$ cat src/rtl/tap_controller_if.sv
// Signal bundle between a JTAG TAP controller and its user.
// master: drives tms and observes the state, strobes and Run-Test/Idle counter.
// slave : the TAP controller itself; it samples tms and drives everything else.
// Ports carried:
//   tms        test mode select
//   state      current 4-bit TAP state encoding
//   tlr_n      low while in Test-Logic-Reset
//   clockir    IR clock enable (Capture-IR, Shift-IR)
//   shiftir    high in Shift-IR
//   updateir   high in Update-IR
//   clockdr    DR clock enable (Capture-DR, Shift-DR)
//   shiftdr    high in Shift-DR
//   updatedr   high in Update-DR
//   select     1 = IR path selected for the TDO mux
//   enable     TDO driver enable
//   rti_count  consecutive Run-Test/Idle cycles, saturating
interface tap_controller_if #(
  parameter int RTI_CNT_W = 4
) ();
  logic                 tms;
  logic [3:0]           state;
  logic                 tlr_n;
  logic                 clockir;
  logic                 shiftir;
  logic                 updateir;
  logic                 clockdr;
  logic                 shiftdr;
  logic                 updatedr;
  logic                 select;
  logic                 enable;
  logic [RTI_CNT_W-1:0] rti_count;

  modport master (
    output tms,
    input  state, tlr_n, clockir, shiftir, updateir,
    input  clockdr, shiftdr, updatedr, select, enable, rti_count
  );

  modport slave (
    input  tms,
    output state, tlr_n, clockir, shiftir, updateir,
    output clockdr, shiftdr, updatedr, select, enable, rti_count
  );
endinterface

$ cat src/rtl/tap_controller.sv
// IEEE 1149.1 16-state TAP controller with a saturating Run-Test/Idle dwell counter.
// Ports:
//   clock  TAP clock, all state updates on its rising edge
//   reset  synchronous active-low reset, forces Test-Logic-Reset and clears the counter
//   tap    slave side of tap_controller_if (tms in; state, strobes, rti_count out)
// Every output is a flop that holds the decode of the state the FSM is in, so the
// strobes are clean Moore signals with no combinational path from tms.
module tap_controller #(
  parameter int RTI_CNT_W = 4
) (
  input  logic           clock,
  input  logic           reset,
  tap_controller_if.slave tap
);

  localparam logic [3:0] TLR      = 4'hF;
  localparam logic [3:0] RTI      = 4'hC;
  localparam logic [3:0] SEL_DR   = 4'h7;
  localparam logic [3:0] CAP_DR   = 4'h6;
  localparam logic [3:0] SH_DR    = 4'h2;
  localparam logic [3:0] EX1_DR   = 4'h1;
  localparam logic [3:0] PAUSE_DR = 4'h3;
  localparam logic [3:0] EX2_DR   = 4'h0;
  localparam logic [3:0] UPD_DR   = 4'h5;
  localparam logic [3:0] SEL_IR   = 4'h4;
  localparam logic [3:0] CAP_IR   = 4'hE;
  localparam logic [3:0] SH_IR    = 4'hA;
  localparam logic [3:0] EX1_IR   = 4'h9;
  localparam logic [3:0] PAUSE_IR = 4'hB;
  localparam logic [3:0] EX2_IR   = 4'h8;
  localparam logic [3:0] UPD_IR   = 4'hD;

  localparam logic [RTI_CNT_W-1:0] CNT_MAX = {RTI_CNT_W{1'b1}};
  localparam logic [RTI_CNT_W-1:0] CNT_ONE = {{(RTI_CNT_W-1){1'b0}}, 1'b1};
  localparam logic [RTI_CNT_W-1:0] CNT_ZERO = {RTI_CNT_W{1'b0}};

  logic [3:0]           state_r;
  logic [3:0]           next_state_s;
  logic [8:0]           strobes_r;
  logic [RTI_CNT_W-1:0] rti_count_r;
  logic [RTI_CNT_W-1:0] next_count_s;

  // Output decode of one state, packed as
  // {tlr_n, clockir, shiftir, updateir, clockdr, shiftdr, updatedr, select, enable}.
  function automatic logic [8:0] decode_state(input logic [3:0] s);
    logic [8:0] d;
    d = 9'b1_0000_0000;
    case (s)
      TLR:      d = 9'b0_0000_0000;
      CAP_IR:   d = 9'b1_1000_0010;
      SH_IR:    d = 9'b1_1100_0011;
      UPD_IR:   d = 9'b1_0010_0010;
      SEL_IR,
      EX1_IR,
      PAUSE_IR,
      EX2_IR:   d = 9'b1_0000_0010;
      CAP_DR:   d = 9'b1_0001_0000;
      SH_DR:    d = 9'b1_0001_1001;
      UPD_DR:   d = 9'b1_0000_0100;
      default:  d = 9'b1_0000_0000;
    endcase
    return d;
  endfunction

  // Next-state logic of the TAP state diagram; any unexpected code falls back to TLR.
  always_comb begin
    next_state_s = TLR;
    case (state_r)
      TLR:      next_state_s = tap.tms ? TLR      : RTI;
      RTI:      next_state_s = tap.tms ? SEL_DR   : RTI;
      SEL_DR:   next_state_s = tap.tms ? SEL_IR   : CAP_DR;
      CAP_DR:   next_state_s = tap.tms ? EX1_DR   : SH_DR;
      SH_DR:    next_state_s = tap.tms ? EX1_DR   : SH_DR;
      EX1_DR:   next_state_s = tap.tms ? UPD_DR   : PAUSE_DR;
      PAUSE_DR: next_state_s = tap.tms ? EX2_DR   : PAUSE_DR;
      EX2_DR:   next_state_s = tap.tms ? UPD_DR   : SH_DR;
      UPD_DR:   next_state_s = tap.tms ? SEL_DR   : RTI;
      SEL_IR:   next_state_s = tap.tms ? TLR      : CAP_IR;
      CAP_IR:   next_state_s = tap.tms ? EX1_IR   : SH_IR;
      SH_IR:    next_state_s = tap.tms ? EX1_IR   : SH_IR;
      EX1_IR:   next_state_s = tap.tms ? UPD_IR   : PAUSE_IR;
      PAUSE_IR: next_state_s = tap.tms ? EX2_IR   : PAUSE_IR;
      EX2_IR:   next_state_s = tap.tms ? UPD_IR   : SH_IR;
      UPD_IR:   next_state_s = tap.tms ? SEL_DR   : RTI;
      default:  next_state_s = TLR;
    endcase
  end

  // Dwell counter: counts edges spent staying in RTI, so it reads 0 on the first
  // RTI cycle, and reads 0 in every state other than RTI (including on the exit edge).
  always_comb begin
    next_count_s = CNT_ZERO;
    if (next_state_s == RTI && state_r == RTI) begin
      if (rti_count_r == CNT_MAX) begin
        next_count_s = CNT_MAX;
      end else begin
        next_count_s = rti_count_r + CNT_ONE;
      end
    end else begin
      next_count_s = CNT_ZERO;
    end
  end

  // State, strobe and counter registers; strobes are loaded with the decode of the
  // state being entered so they line up with the state register cycle for cycle.
  always_ff @(posedge clock) begin
    if (!reset) begin
      state_r     <= TLR;
      strobes_r   <= decode_state(TLR);
      rti_count_r <= CNT_ZERO;
    end else begin
      state_r     <= next_state_s;
      strobes_r   <= decode_state(next_state_s);
      rti_count_r <= next_count_s;
    end
  end

  assign tap.state     = state_r;
  assign tap.tlr_n     = strobes_r[8];
  assign tap.clockir   = strobes_r[7];
  assign tap.shiftir   = strobes_r[6];
  assign tap.updateir  = strobes_r[5];
  assign tap.clockdr   = strobes_r[4];
  assign tap.shiftdr   = strobes_r[3];
  assign tap.updatedr  = strobes_r[2];
  assign tap.select    = strobes_r[1];
  assign tap.enable    = strobes_r[0];
  assign tap.rti_count = rti_count_r;

endmodule
$ cat src/flat_wrapper.sv
// flat-port wrapper written by rule: the top's interface ports become plain ports
module tap_controller_flat 
#(
  parameter int RTI_CNT_W = 4
)
  (clock, reset, tap_tms, tap_state, tap_tlr_n, tap_clockir, tap_shiftir, tap_updateir, tap_clockdr, tap_shiftdr, tap_updatedr, tap_select, tap_enable, tap_rti_count);
  tap_controller_if #(.RTI_CNT_W(RTI_CNT_W)) tap_i ();
  input  logic clock;
  input  logic reset;
  input wire logic [$bits(tap_i.tms)-1:0] tap_tms;
  output wire logic [$bits(tap_i.state)-1:0] tap_state;
  output wire logic [$bits(tap_i.tlr_n)-1:0] tap_tlr_n;
  output wire logic [$bits(tap_i.clockir)-1:0] tap_clockir;
  output wire logic [$bits(tap_i.shiftir)-1:0] tap_shiftir;
  output wire logic [$bits(tap_i.updateir)-1:0] tap_updateir;
  output wire logic [$bits(tap_i.clockdr)-1:0] tap_clockdr;
  output wire logic [$bits(tap_i.shiftdr)-1:0] tap_shiftdr;
  output wire logic [$bits(tap_i.updatedr)-1:0] tap_updatedr;
  output wire logic [$bits(tap_i.select)-1:0] tap_select;
  output wire logic [$bits(tap_i.enable)-1:0] tap_enable;
  output wire logic [$bits(tap_i.rti_count)-1:0] tap_rti_count;
  assign tap_i.tms = tap_tms;
  assign tap_state = tap_i.state;
  assign tap_tlr_n = tap_i.tlr_n;
  assign tap_clockir = tap_i.clockir;
  assign tap_shiftir = tap_i.shiftir;
  assign tap_updateir = tap_i.updateir;
  assign tap_clockdr = tap_i.clockdr;
  assign tap_shiftdr = tap_i.shiftdr;
  assign tap_updatedr = tap_i.updatedr;
  assign tap_select = tap_i.select;
  assign tap_enable = tap_i.enable;
  assign tap_rti_count = tap_i.rti_count;
  tap_controller #(.RTI_CNT_W(RTI_CNT_W)) u_core (.clock(clock), .reset(reset), .tap(tap_i));
endmodule
$ cat config.mk
export PLATFORM = sky130hd
export DESIGN_NAME = tap_controller_flat
export DESIGN_NICKNAME = d
export VERILOG_FILES = /design/src/rtl/tap_controller_if.sv /design/src/rtl/tap_controller.sv /design/src/flat_wrapper.sv
export SDC_FILE = /design/constraint.sdc
export NUM_CORES = 1
export LEC_CHECK = 0
export CAP_MARGIN = 10
export CELL_PAD_IN_SITES_DETAIL_PLACEMENT = 0
export CELL_PAD_IN_SITES_GLOBAL_PLACEMENT = 1
export CORE_MARGIN = 1
export CORE_UTILIZATION = 30
export DETAILED_ROUTE_END_ITERATION = 7
export PLACE_DENSITY = 0.69
export SLEW_MARGIN = 20
export SYNTH_ARGS = -nofsm -noshare
export SYNTH_HDL_FRONTEND = slang
export SYNTH_SLANG_ARGS = --single-unit
$ cat constraint.sdc
create_clock -name clock -period 1.8 [get_ports clock]
set_clock_uncertainty 0.2 [all_clocks]
set_input_delay 0.27 -clock clock [delete_from_list [all_inputs] [get_ports clock]]
set_output_delay 0.27 -clock clock [all_outputs]
set_load 0.01 [all_outputs]
Yosys cells after proc, flatten, opt, wreduce, memory -nomap -nowiden
Memory sizes are Yosys's and may differ from the RTL's. A register that Yosys moved wholly into a read port is not among the register bits.
Index checks and enable logic that the tools add are counted.
{"block": "totals", "word_cells": 42, "register_bits": 8, "in_bits": 3, "memories": 1, "mem_bits_ro": 144}
{"block": "op_classes", "muxes": 14, "reduce_logical": 7, "addsub": 1, "n_eq_ne": 17}
{"memory": "(no name shown)", "words": 16, "word_bits": 9, "rd": 1, "rd_ports_with_merged_regs": 1, "wr": 0, "line": "tap_controller.sv:48", "rtl": "case (s)"}
{"operator": "$pmux W4 S12", "n": 1}
{"operator": "$eq A4 B4 Y1 const B", "n": 10}
{"operator": "$eq A4 B3 Y1 const B", "n": 4}
{"operator": "$mux W2", "n": 6}
{"operator": "$mux W3", "n": 4}
{"operator": "$eq A4 B2 Y1 const B", "n": 2}
{"operator": "$mux W4", "n": 2}
{"operator": "$add A4 B1 Y4 const B", "n": 1}
{"operator": "$eq A4 B1 Y1 const B", "n": 1}
{"operator": "$logic_not A4 Y1", "n": 1}
{"operator": "$reduce_or A2 Y1", "n": 2}
{"operator": "$reduce_or A3 Y1", "n": 1}
{"operator": "$reduce_and A2 Y1", "n": 1}
{"operator": "$logic_and A1 B1 Y1", "n": 1}
{"operator": "$logic_not A1 Y1", "n": 1}
{"operator": "$mux W1", "n": 1}

Depth between registers and ports, before layout
{"block": "depth", "depth_word": 6, "depth_mapped": 9}

Worst setup path before layout
OpenSTA, ideal clock, no wires.
{"block": "synth_timing", "kind": "reg2reg", "from": "register u_core.state_r[1] (netlist: u_core.tap.state[1])", "to": "register u_core.rti_count_r[2] (netlist: u_core.tap.rti_count[2])", "t_required_ns": 1.522, "synth_period_minus_slack_ns": 1.983, "slack_ns": -0.183, "path_buffers": 0, "t_arrival_ns": 1.705, "stages_incl_launch_ff": 9, "path_cell_list": "dfxtp_1 -> nand2b_4 -> o22ai_2 -> a211oi_4 -> ha_1 -> nand2_1 -> nor4_1 -> nand2_1 -> nor3_1"}
{"block": "synth_between", "elab_chain_cells": 6, "word_cells_on_any_way": 23}
{"item": "from (decl)", "line": "tap_controller.sv:37", "rtl": "logic [3:0] state_r;"}
{"item": "from (signal assigned)", "line": "tap_controller.sv:112", "rtl": "state_r <= next_state_s;"}
{"item": "$eq A4 B3 Y1, or another cell as far along", "line": "tap_controller.sv:68", "rtl": "case (state_r)"}
{"item": "$reduce_or A3 Y1 (no line) or $reduce_or A2 Y1 (tied branches)"}
{"item": "$pmux W4 S12", "line": "tap_controller.sv:68"}
{"item": "$eq A4 B4 Y1", "line": "tap_controller.sv:93", "rtl": "if (next_state_s == RTI && state_r == RTI) begin"}
{"item": "$logic_and A1 B1 Y1 *", "line": "tap_controller.sv:93"}
{"item": "$reduce_and A2 Y1 (no line) *"}
{"item": "to (signal assigned)", "line": "tap_controller.sv:114", "rtl": "rti_count_r <= next_count_s;"}
{"item": "to (decl)", "line": "tap_controller.sv:40", "rtl": "logic [RTI_CNT_W-1:0] rti_count_r;"}
Every way passes the cells marked *; elsewhere a longest branch is shown, timed or not.
A chain may end at the register's enable or synchronous reset.

Final worst setup path
{"block": "layout_timing", "from": "register u_core.state_r[3] (netlist: u_core.tap.state[3])", "to": "register u_core.rti_count_r[3] (netlist: u_core.tap.rti_count[3])"}
Same word-level chain as after synthesis.

==> impl_metrics.csv <==
group,metric,value,unit
status,status,"finished, violations left",
status,failed_checks,"setup timing",
global_routing,grt_pass1_vias,678,
worst_setup_path,required,1.82,ns
yosys,yosysMostFrequentCell,"dfxtp_1",
yosys,synth_ff_type,"dfxtp_1",
yosys,netlist_area,733,um^2
detailed_routing,num_vias,693,
cts,cts_root_buf,"clkbuf_4",
cts,cts.htree.levels,1,
yosys,synth_cell_types,30,
timing,worst-slew-pin-transition,0.376,ns
yosys,synth_warnings,0,
timing,finalWorstSetupSlack,-0.0143,ns
place,port_buffers,19,
global_routing,grt_max_degree,11,
hold_path,hold_end,"u_core.tap.rti_count[0]",
worst_setup_path,r2r_slack,-0.01,ns
timing,period_share,101,%
yosys,ys_seq_elements,17,
pwr,sw_frac_of_total,31.5,%
floorplan,die_h,51.4,um
yosys,synthArstFlopShare,0,%
worst_setup_path,cp.arrival,1.83,ns
worst_setup_path,cp_max_fo,5,
timing,period_needed,1.81,ns
detailed_routing,wl_per_cell,11.5,um
pwr,p_leak,0.000507,uW
yosys,ys_top_cells_by_count,"17 x dfxtp_1, 11 x nand2_1, 9 x nor2_1, 6 x a21oi_1, 6 x inv_1",
timing,finalHoldViolCount,0,
pwr,power_frac_seq,43.7,%
timing,rsz0062_at_grt,"true",
finish,area_delta_synth_final,63.0,%
finish,drive_gt1_share,37.0,%
global_routing,grt_pass1_wl,2.88,mm
worst_setup_path,worstReg2RegStart,"u_core.tap.state[3]",
floorplan,start_util,32.5,%
timing,drv_slew,0,
floorplan,fp.coreArea,0.00225,mm^2
global_routing,grt_antenna_before_repair,0,
timing,maxSlewHeadroom,74.8,%
finish,regArea,357,um^2
timing,tns,-0.0143,ns
yosys,syn_area_per_cell,9.05,um^2
global_routing,grt_remaining_overflow,0,
timing,hold_slack,0.317,ns
cts,path_clk_slew,0.11,ns
hold_path,whs_path_depth,1,
finish,antennaDiodeCount,0,
pwr,peakVddDrop,441,uV
worst_setup_path,critPathLaunch,"u_core.tap.state[3]",
pwr,power_frac_clock,21.4,%
detailed_routing,ant_nets,0,
place,placed_area,0.00107,mm^2
yosys,mappedNetlistNets,88,
floorplan,std_cell_rows,17,
cts,clock_sinks,17,
detailed_routing,first_pass_iters,3,
run,maxCapViolations,0,
detailed_routing,first_iter_violations,10,
place,dp_hpwl,1.17,mm
worst_setup_path,critPathKind,"reg2reg",
pwr,p_comb_share,34.9,%
pwr,p_int,670,uW
worst_setup_path,cp-start-kind,"register",
detailed_routing,wirelength,1.69,mm
worst_setup_path,rr_endpoint,"u_core.tap.rti_count[3]",
pwr,powerDensity,819,mW/mm^2
finish,multi_input_area,425,um^2
finish,nFillCells,220,
floorplan,dieWidth,51.4,um
cts,insertion_delay,0.30,ns
worst_setup_path,end_kind,"register",
yosys,yosys-top-cells-area,"dfxtp_1 46%, ha_1 6.8%, nand2_1 5.6%",
detailed_routing,drcViolationCount,0,
cts,hold_buffers,0,
pwr,switching_power,308,uW
finish,final_util,53.0,%
finish,nets,127,
pwr,fin_total_pwr,979,uW
hold_path,hp-class,"reg2reg",
detailed_routing,avgViaCountPerCell,4.71,
worst_setup_path,rr_worst_depth,9,
cts,cts_tree,"yes",
floorplan,top_level_ports,20,
cts,numCtsBuffers,3,
place,gp_congestion,0.702,
finish,post-route-cell-area,0.00119,mm^2
global_routing,grt.total_usage,14.7,%
yosys,synth-edff-count,0,
yosys,ys_seq_area_share,46.4,%
yosys,synth_top_area_cell,"dfxtp_1",
floorplan,die_area,0.00265,mm^2
yosys,synthCells,81,
timing,setup_viol,1,
yosys,yosysTopAreaCellShare,46.4,%
hold_path,min_from,"u_core.tap.rti_count[0]",
cts,cts.path.max_buffers,2,
timing,fmax,551,MHz
## metal layers
layer | share of wire, % | global-route usage, %
met1 | 44 | 17.4
met2 | 52 | 24.7
met5 | 0 | 0
met3 | 3.3 | 3.57
met4 | 1.0 | 6.76
## how the worst max path moves through the flow
stage,endpoint,slack (ns),cells after the start
after floorplan,u_core.tap.rti_count[2],-0.03,9
after CTS,u_core.tap.rti_count[3],-0.01,8
after global routing,u_core.tap.rti_count[3],-0.14,9
after global placement,u_core.tap.rti_count[2],-0.52,8
after detailed placement,u_core.tap.rti_count[3],-0.58,8
final,u_core.tap.rti_count[3],-0.01,9
## per-stage QoR
step           setup WS (ns)  instances
2_1_floorplan        -0.0293         81
3_3_place_gp          -0.519        139
3_5_place_dp          -0.582        139
4_1_cts              -0.0132        146
5_1_grt               -0.142        147
6_report             -0.0143        147
## critical path, cell delays in order (launching register included)
cell	delay (ns)
dfxtp_4	0.38
buf_4	0.14
nand2_1	0.05
nand3_1	0.09
a21oi_2	0.19
ha_2	0.20
nand2_2	0.07
nor4_4	0.15
nand2_2	0.11
a211oi_2	0.16
## final cells by class
cell class / instances / share of cell area [%]
Clock buffer: 3 / 1.88
Clock inverter: 1 / 0.419
Inverter: 6 / 1.88
Multi-Input combinational cell: 55 / 35.6
Sequential cell: 17 / 29.8
Tap cell: 28 / 2.93
Timing Repair Buffer: 37 / 27.4
## registers in the layout (all words and copies together) (netlist names)
signal and count:
u_core.tap.state 4, u_core.strobes_r 9, u_core.tap.rti_count 4
## cells by family after synthesis
group           synth area share (%)
mux                             1.37
simple gates                    23.9
fa+ha+maj                       6.83
compound gates                  16.2
buf+inv                         5.29
flops                           46.4
## power groups by stage
stage / clock (uW) / sequential (uW) / combinational [uW]
3_5_place_dp: 0 / 436 / 291
4_1_cts: 215 / 428 / 310
3_3_place_gp: 0 / 436 / 292
5_1_grt: 235 / 433 / 376
6_report: 209 / 428 / 342
2_1_floorplan: 0 / 445 / 139
## what timing repair did
item,in CTS,in global routing
gates resized for setup,10,12
pin swaps,2,4
buffers inserted,3,1
endpoints found under the setup margin,14,14
## cells in the final DEF, fill, tap and decap left out, drive strengths merged, types with 2 or more instances in the layout
cell	n
buf	18
dfxtp	17
clkdlybuf4s50	15
nand2	11
nor2	9
inv	6
a21oi	6
nand3	4
ha	4
clkbuf	3
dlygate4sd2	3
o211ai	2
nand2b	2
a211oi	2
No activity file was read; power rests on OpenSTA's default activity.
